===== config.mk =====
export PLATFORM = sky130hd
export DESIGN_NAME = automata_report_collector
export DESIGN_NICKNAME = d
export VERILOG_FILES = /design/src/rtl/automata_report_pkg.sv /design/src/rtl/automata_report_fifo.sv /design/src/rtl/automata_report_collector.sv
export SDC_FILE = /design/constraint.sdc
export NUM_CORES = 1
export LEC_CHECK = 0
export CELL_PAD_IN_SITES_DETAIL_PLACEMENT = 2
export CELL_PAD_IN_SITES_GLOBAL_PLACEMENT = 2
export CORE_UTILIZATION = 45
export CTS_BUF_LIST = sky130_fd_sc_hd__clkbuf_4 sky130_fd_sc_hd__clkbuf_8 sky130_fd_sc_hd__clkbuf_16
export DETAILED_ROUTE_END_ITERATION = 6
export PLACE_DENSITY = 0.78
export SLEW_MARGIN = 20
export SYNTH_ARGS = -nofsm -noshare
export SYNTH_HDL_FRONTEND = slang
export SYNTH_SLANG_ARGS = --single-unit

===== constraint.sdc =====
create_clock -name clk -period 6.2 [get_ports clk]
set_clock_uncertainty 0.05 [all_clocks]
set_input_delay 1.55 -clock clk [delete_from_list [all_inputs] [get_ports clk]]
set_output_delay 1.55 -clock clk [all_outputs]
set_load 0.005 [all_outputs]

===== src/rtl/automata_report_pkg.sv =====
// Shared types and default constants for the automata report collector.
//   report_rec_t : one report record {rule id, symbol offset} at default widths
//   cap_state_t  : capture FSM state (EMPTY = nothing pending, DRAIN = records pending)
package automata_report_pkg;

    localparam int DEF_NUM_REPORTS = 7;
    localparam int DEF_ID_W        = $clog2(DEF_NUM_REPORTS);
    localparam int DEF_OFFSET_W    = 32;
    localparam int DEF_FIFO_DEPTH  = 16;
    localparam int DROP_W          = 16;

    typedef struct packed {
        logic [DEF_ID_W-1:0]     id;
        logic [DEF_OFFSET_W-1:0] offset;
    } report_rec_t;

    typedef enum logic [0:0] {
        EMPTY = 1'b0,
        DRAIN = 1'b1
    } cap_state_t;

endpackage


===== src/rtl/automata_report_fifo.sv =====
// First-word fall-through FIFO of report records.
//   clk, rst (async, active-high), srst (synchronous flush, highest priority)
//   push/push_data : write request, ignored while full (even with a same-edge pop)
//   pop            : consume head, ignored while empty
//   head           : current head record (valid whenever empty = 0)
//   full, empty    : occupancy flags derived from the internal entry count
module automata_report_fifo
    import automata_report_pkg::*;
#(
    parameter type rec_t = report_rec_t,
    parameter int  DEPTH = DEF_FIFO_DEPTH
) (
    input  logic clk,
    input  logic rst,
    input  logic srst,
    input  logic push,
    input  rec_t push_data,
    input  logic pop,
    output rec_t head,
    output logic full,
    output logic empty
);

    localparam int PTR_W = $clog2(DEPTH);
    localparam int CNT_W = PTR_W + 1;

    rec_t             mem_r [DEPTH];
    logic [PTR_W-1:0] wr_ptr_r;
    logic [PTR_W-1:0] rd_ptr_r;
    logic [CNT_W-1:0] count_r;
    logic             push_ok_s;
    logic             pop_ok_s;

    assign full      = (count_r == CNT_W'(DEPTH));
    assign empty     = (count_r == CNT_W'(0));
    assign push_ok_s = push & ~full & ~srst;
    assign pop_ok_s  = pop & ~empty;
    assign head      = mem_r[rd_ptr_r];

    // Storage array write port; contents need no reset since empty masks the head
    always_ff @(posedge clk) begin
        if (push_ok_s) begin
            mem_r[wr_ptr_r] <= push_data;
        end
    end

    // Pointer and occupancy bookkeeping
    always_ff @(posedge clk or posedge rst) begin
        if (rst) begin
            wr_ptr_r <= '0;
            rd_ptr_r <= '0;
            count_r  <= '0;
        end else if (srst) begin
            wr_ptr_r <= '0;
            rd_ptr_r <= '0;
            count_r  <= '0;
        end else begin
            if (push_ok_s) begin
                wr_ptr_r <= wr_ptr_r + PTR_W'(1);
            end
            if (pop_ok_s) begin
                rd_ptr_r <= rd_ptr_r + PTR_W'(1);
            end
            count_r <= count_r + CNT_W'(push_ok_s) - CNT_W'(pop_ok_s);
        end
    end

endmodule


===== src/rtl/automata_report_collector.sv =====
// Report back-end of an automata cluster: tags match vectors with the symbol
// offset, serialises them one rule id per cycle into a FWFT FIFO and streams
// the records out on a valid/ready interface.
//   clk, reset (async, active-high), clear (synchronous flush)
//   run, match_in             : symbol consumed / per-rule match lines
//   stall                     : feeder must hold run low next cycle
//   report_valid/ready/id/offset : record stream to the host or engine
//   overflow, drop_count      : sticky drop flag and saturating drop counter
module automata_report_collector
    import automata_report_pkg::*;
#(
    parameter int NUM_REPORTS = DEF_NUM_REPORTS,
    parameter int ID_W        = $clog2(NUM_REPORTS),
    parameter int OFFSET_W    = DEF_OFFSET_W,
    parameter int FIFO_DEPTH  = DEF_FIFO_DEPTH
) (
    input  logic                   clk,
    input  logic                   reset,
    input  logic                   clear,
    input  logic                   run,
    input  logic [NUM_REPORTS-1:0] match_in,
    output logic                   stall,
    output logic                   report_valid,
    input  logic                   report_ready,
    output logic [ID_W-1:0]        report_id,
    output logic [OFFSET_W-1:0]    report_offset,
    output logic                   overflow,
    output logic [DROP_W-1:0]      drop_count
);

    typedef struct packed {
        logic [ID_W-1:0]     id;
        logic [OFFSET_W-1:0] offset;
    } rec_t;

    // Index of the lowest set bit; rules drain in ascending id order
    function automatic logic [ID_W-1:0] lowest_idx(input logic [NUM_REPORTS-1:0] vec);
        logic [ID_W-1:0] idx;
        idx = '0;
        for (int i = NUM_REPORTS - 1; i >= 0; i--) begin
            if (vec[i]) begin
                idx = ID_W'(i);
            end
        end
        return idx;
    endfunction

    function automatic logic is_onehot(input logic [NUM_REPORTS-1:0] vec);
        return (vec != '0) && ((vec & (vec - NUM_REPORTS'(1))) == '0);
    endfunction

    cap_state_t             state_r;
    logic [NUM_REPORTS-1:0] pending_r;
    logic [NUM_REPORTS-1:0] pending_next_s;
    logic [OFFSET_W-1:0]    offset_r;
    logic [OFFSET_W-1:0]    cap_offset_r;
    logic                   overflow_r;
    logic [DROP_W-1:0]      drop_count_r;
    logic                   onehot_s;
    logic                   hit_s;
    logic                   accept_s;
    logic                   drain_push_s;
    logic                   load_s;
    logic                   drop_s;
    logic                   push_s;
    rec_t                   push_data_s;
    rec_t                   head_s;
    logic                   fifo_full_s;
    logic                   fifo_empty_s;

    // Load/drain/drop qualification from the current capture state
    always_comb begin
        onehot_s = is_onehot(pending_r);
        hit_s    = run & (|match_in);
        if (state_r == DRAIN) begin
            drain_push_s = ~fifo_full_s;
            // A new vector fits only if the last pending bit leaves on this edge
            accept_s     = onehot_s & ~fifo_full_s;
        end else begin
            drain_push_s = 1'b0;
            accept_s     = 1'b1;
        end
        load_s = hit_s & accept_s;
        drop_s = hit_s & ~accept_s;
    end

    // Record presented to the FIFO and next pending vector
    always_comb begin
        push_s             = drain_push_s & ~clear;
        push_data_s.id     = lowest_idx(pending_r);
        push_data_s.offset = cap_offset_r;
        if (load_s) begin
            pending_next_s = match_in;
        end else if (drain_push_s) begin
            pending_next_s = pending_r & (pending_r - NUM_REPORTS'(1));
        end else begin
            pending_next_s = pending_r;
        end
    end

    // Offset counter, capture register/FSM and drop accounting
    always_ff @(posedge clk or posedge reset) begin
        if (reset) begin
            state_r      <= EMPTY;
            pending_r    <= '0;
            offset_r     <= '0;
            cap_offset_r <= '0;
            overflow_r   <= 1'b0;
            drop_count_r <= '0;
        end else if (clear) begin
            state_r      <= EMPTY;
            pending_r    <= '0;
            offset_r     <= '0;
            cap_offset_r <= '0;
            overflow_r   <= 1'b0;
            drop_count_r <= '0;
        end else begin
            if (run) begin
                offset_r <= offset_r + OFFSET_W'(1);
            end
            if (load_s) begin
                cap_offset_r <= offset_r;
            end
            pending_r <= pending_next_s;
            state_r   <= (pending_next_s != '0) ? DRAIN : EMPTY;
            if (drop_s) begin
                overflow_r <= 1'b1;
                if (drop_count_r != 16'hFFFF) begin
                    drop_count_r <= drop_count_r + 16'd1;
                end
            end
        end
    end

    automata_report_fifo #(
        .rec_t (rec_t),
        .DEPTH (FIFO_DEPTH)
    ) u_fifo (
        .clk       (clk),
        .rst       (reset),
        .srst      (clear),
        .push      (push_s),
        .push_data (push_data_s),
        .pop       (report_ready),
        .head      (head_s),
        .full      (fifo_full_s),
        .empty     (fifo_empty_s)
    );

    // Decoded from registered state only, so no path from run or match_in
    assign stall         = (state_r == DRAIN) & ~(onehot_s & ~fifo_full_s);
    assign report_valid  = ~fifo_empty_s;
    assign report_id     = fifo_empty_s ? '0 : head_s.id;
    assign report_offset = fifo_empty_s ? '0 : head_s.offset;
    assign overflow      = overflow_r;
    assign drop_count    = drop_count_r;

endmodule


==> summary.md <==
| Metric | Value |
|---|---|
| ANT nets after route | `0` |
| Hold Path Class | `reg2reg` |
| Total wire length | `77,000 um` |
| Most frequent cells in the layout | `edfxtp_1 (560), mux4_2 (175), dfrtp_1 (98)` |
| Ys Warns | `0` |
| Cells along the critical path | `buf_4, mux4_2, mux4_2, and2_1, clkdlybuf4s50_1` |
| Outcome | `completed` |
| Sequential element share of the synthesized area | `73.0%` |
| CTS Buf Count | `71` |
| Ant diodes | `0` |
| Placed Instances | `2,194` |
| First-pass GRT wire length | `113,000 um` |
| TritonCTS clock tree | `built` |
| Synth Net Count | `between 1,000 and 1,500` |
| Hold buffer count at CTS | `0` |
| CP required | `4.60 ns` |
| # DRC | `0` |
| Final core occ | `52.7%` |
| Post-route setup TNS | `0 ns` |
| Synth Cell Area | `between 0.02 and 0.03 mm2` |
| Max_slew headroom | `26.5%` |
| CTS Root Cell | `clkbuf_16` |
| Routed len/inst | `33.2 um` |
| Worst-path clk slew | `roughly 0.060 ns` |
| Vias | `roughly 14,000` |
| Final Hold Vio Count | `0` |
| Dpl hpwl | `about 42,000 um` |
| Die area | `between 0.05 and 0.06 mm2` |
| Pin count of the biggest net entering global routing | `86` |
| Leak Pwr | `9.65 nW` |
| Commonest non-fill, non-tap cell in the layout | `edfxtp_1` |
| Vias in the first global route | `~16,000` |
| Fin cells | `2,321` |
| CTS sink cnt | `662` |
| Power density over cell area | `373 mW/mm2` |
| Area growth from synthesis to layout | `15.2%` |
| Critical Path Fanout Max | `43` |
| CP endpoint kind | `output port` |
| Min Tclk post-route | `about 5.4 ns` |
| Number of buffers added for setup after CTS | `0` |
| Row cnt | `88` |
| Initial core utilization | `about 46%` |
| Die height | `245 um` |
| Resize count post-CTS | `0` |
| F_max | `~0.19 GHz` |
| Initial DRC Count | `between 1,000 and 1,500` |
| Worst path max stage delay | `around 1.1 ns` |
| Tcrit/Tclk final | `between 80 and 90%` |
| Layout cells sized above 1 | `23.8%` |
| Max Buffers Root-to-Sink | `3` |
| Final setup fails | `0` |
| Synth Area per Inst | `~19 um2` |
| Predominant post-synthesis flop cell | `edfxtp_1` |
| Top-level I/O count | `66` |
| Synth unique cells | `60` |
| Routed vias/inst | `6.16` |
| Asr flop ratio synth | `15.4%` |
| Total grt overflow | `0` |
| Peak VDD IR | `0.340 mV` |
| Net count, final | `1,528` |
| Area of the core | `0.0580 mm2` |
| CP max stage cell | `dfrtp_4` |
| Seq cells post-synth | `662` |
| Critical path class | `reg2out` |
| Max-cap violations | `0` |
| Initial antenna violation count | `2` |
| Final slew viol count | `0` |
| H-tree levels | `3` |
| Most common cell type on the critical path | `mux4_2` |
| CP Launch Type | `flop` |
| Final Wtd Congestion | `0.732` |
| Worst Tran Pin Value | `1.10 ns` |
| DP Worst Slack | `~1.4 ns` |
| Slack of the critical path | `0.818 ns` |
| GRT Resource Usage Total | `around a quarter` |
| Unrepaired setup endpoints after global routing | `no` |
| Post-synth EDFFs | `560` |
| Clock latency on the worst-skew pair | `around 0.62 ns` |
| DR pass1 iterations | `5` |
| Worst EP arrival | `3.78 ns` |
| Port Buffers | `65` |
| Synthesized instance count | `1,406` |
| Die width | `between 200 and 250 um` |
==> report_power, final <==
part           leakage (nW)  internal, mW  switching, mW  total (mW)
clock                  1.13          2.41           1.82        4.23
combinational          2.13          1.09          0.990        2.08
sequential             6.39          4.92          0.191        5.11
==> worst max-delay path: cells and delay by family (launching register included) <==
| kind | cells | cell delay [ns] |
|---|---|---|
| buffers and inverters | 2 | 0.86 |
| DFF | 1 | 1.08 |
| and+or+nand+nor | 1 | 0.17 |
| muxes | 2 | 1.03 |
==> Yosys cell counts (all sizes together) (5+ instances only) <==
library cell,instances,area (um2)
or4,9,71.3
nand3,19,95.1
and2,38,238
a21oi,59,295
clkbuf,46,173
nor2b,5,31.3
xnor2,16,140
nand4,23,144
o21ai,7,35.0
or3,8,50.1
xor2,24,210
nor3,11,55.1
nor2,74,278
edfxtp,560,16800
buf,36,216
mux4,175,3940
and3,11,68.8
inv,16,60.1
dfrtp,102,2550
nand2,91,342
o31ai,8,60.1
nor4,10,83.8
and4,5,43.8
ha,13,163
==> layer usage <==
layer  track usage (%)  vias up  routed length (um)
li1                  -     5796                   -
met1              34.5     7827               30900
met2              46.2      527               40200
met3              4.01      136                3540
met4              8.58        0                2380
met5                 0        -                   0
==> final timing paths <==
path                                           startpoint                        endpoint  slack (ns)  depth (start not counted)
max reg2reg                   u_fifo.count_r[3]$_DFF_PP0_     u_fifo.count_r[4]$_DFF_PP0_        2.18                         14
min reg2reg                    drop_count[12]$_DFFE_PP0P_      drop_count[12]$_DFFE_PP0P_        0.52                          2
max                        u_fifo.rd_ptr_r[0]$_DFFE_PP0P_                report_offset[4]        0.82                          5
min                            drop_count[12]$_DFFE_PP0P_      drop_count[12]$_DFFE_PP0P_        0.52                          2
min in group asynchronous                           reset    cap_offset_r[19]$_DFFE_PP0P_        1.32                          2
max in group asynchronous                           reset  u_fifo.rd_ptr_r[0]$_DFFE_PP0P_        3.82                          3
==> registers in the layout (all words and copies together), names as in the netlist <==
register         flops
state_r              1
u_fifo.wr_ptr_r      4
u_fifo.rd_ptr_r      4
overflow             1
u_fifo.mem_r       560
cap_offset_r        32
u_fifo.count_r       5
drop_count          16
offset_r            32
pending_r            7
==> cell type report <==
class	count	area, um2
clock buffer	93	1990
clock inverter	34	287
fill	4942	27500
inverter	16	62.6
multi-input combinational	646	6870
sequential	662	19400
tap	765	957
timing repair buffer	105	1020
==> cells by family (layout without fill, tap and decap cells) <==
logic type	Yosys count	in the layout	synth area share [%]
buffers and inverters	98	248	1.69
AOI/OAI and AO/OA	96	96	2.20
adders and majority gates	15	15	0.726
xor gates and xnor gates	40	40	1.32
muxes	180	180	15.1
and+or+nand+nor	315	315	6.03
DFF	662	662	73.0
==> stage by stage <==
step	hold slack, ns	power (mW)	instance area [um2]
global placement	0.476	7.22	28300
global route	0.549	11.8	30600
floorplan	0.436	6.43	26500
detailed placement	0.511	7.29	28300
CTS	0.524	11.5	30600
finish	0.516	11.4	30600
(Power assumes the default switching activity.)
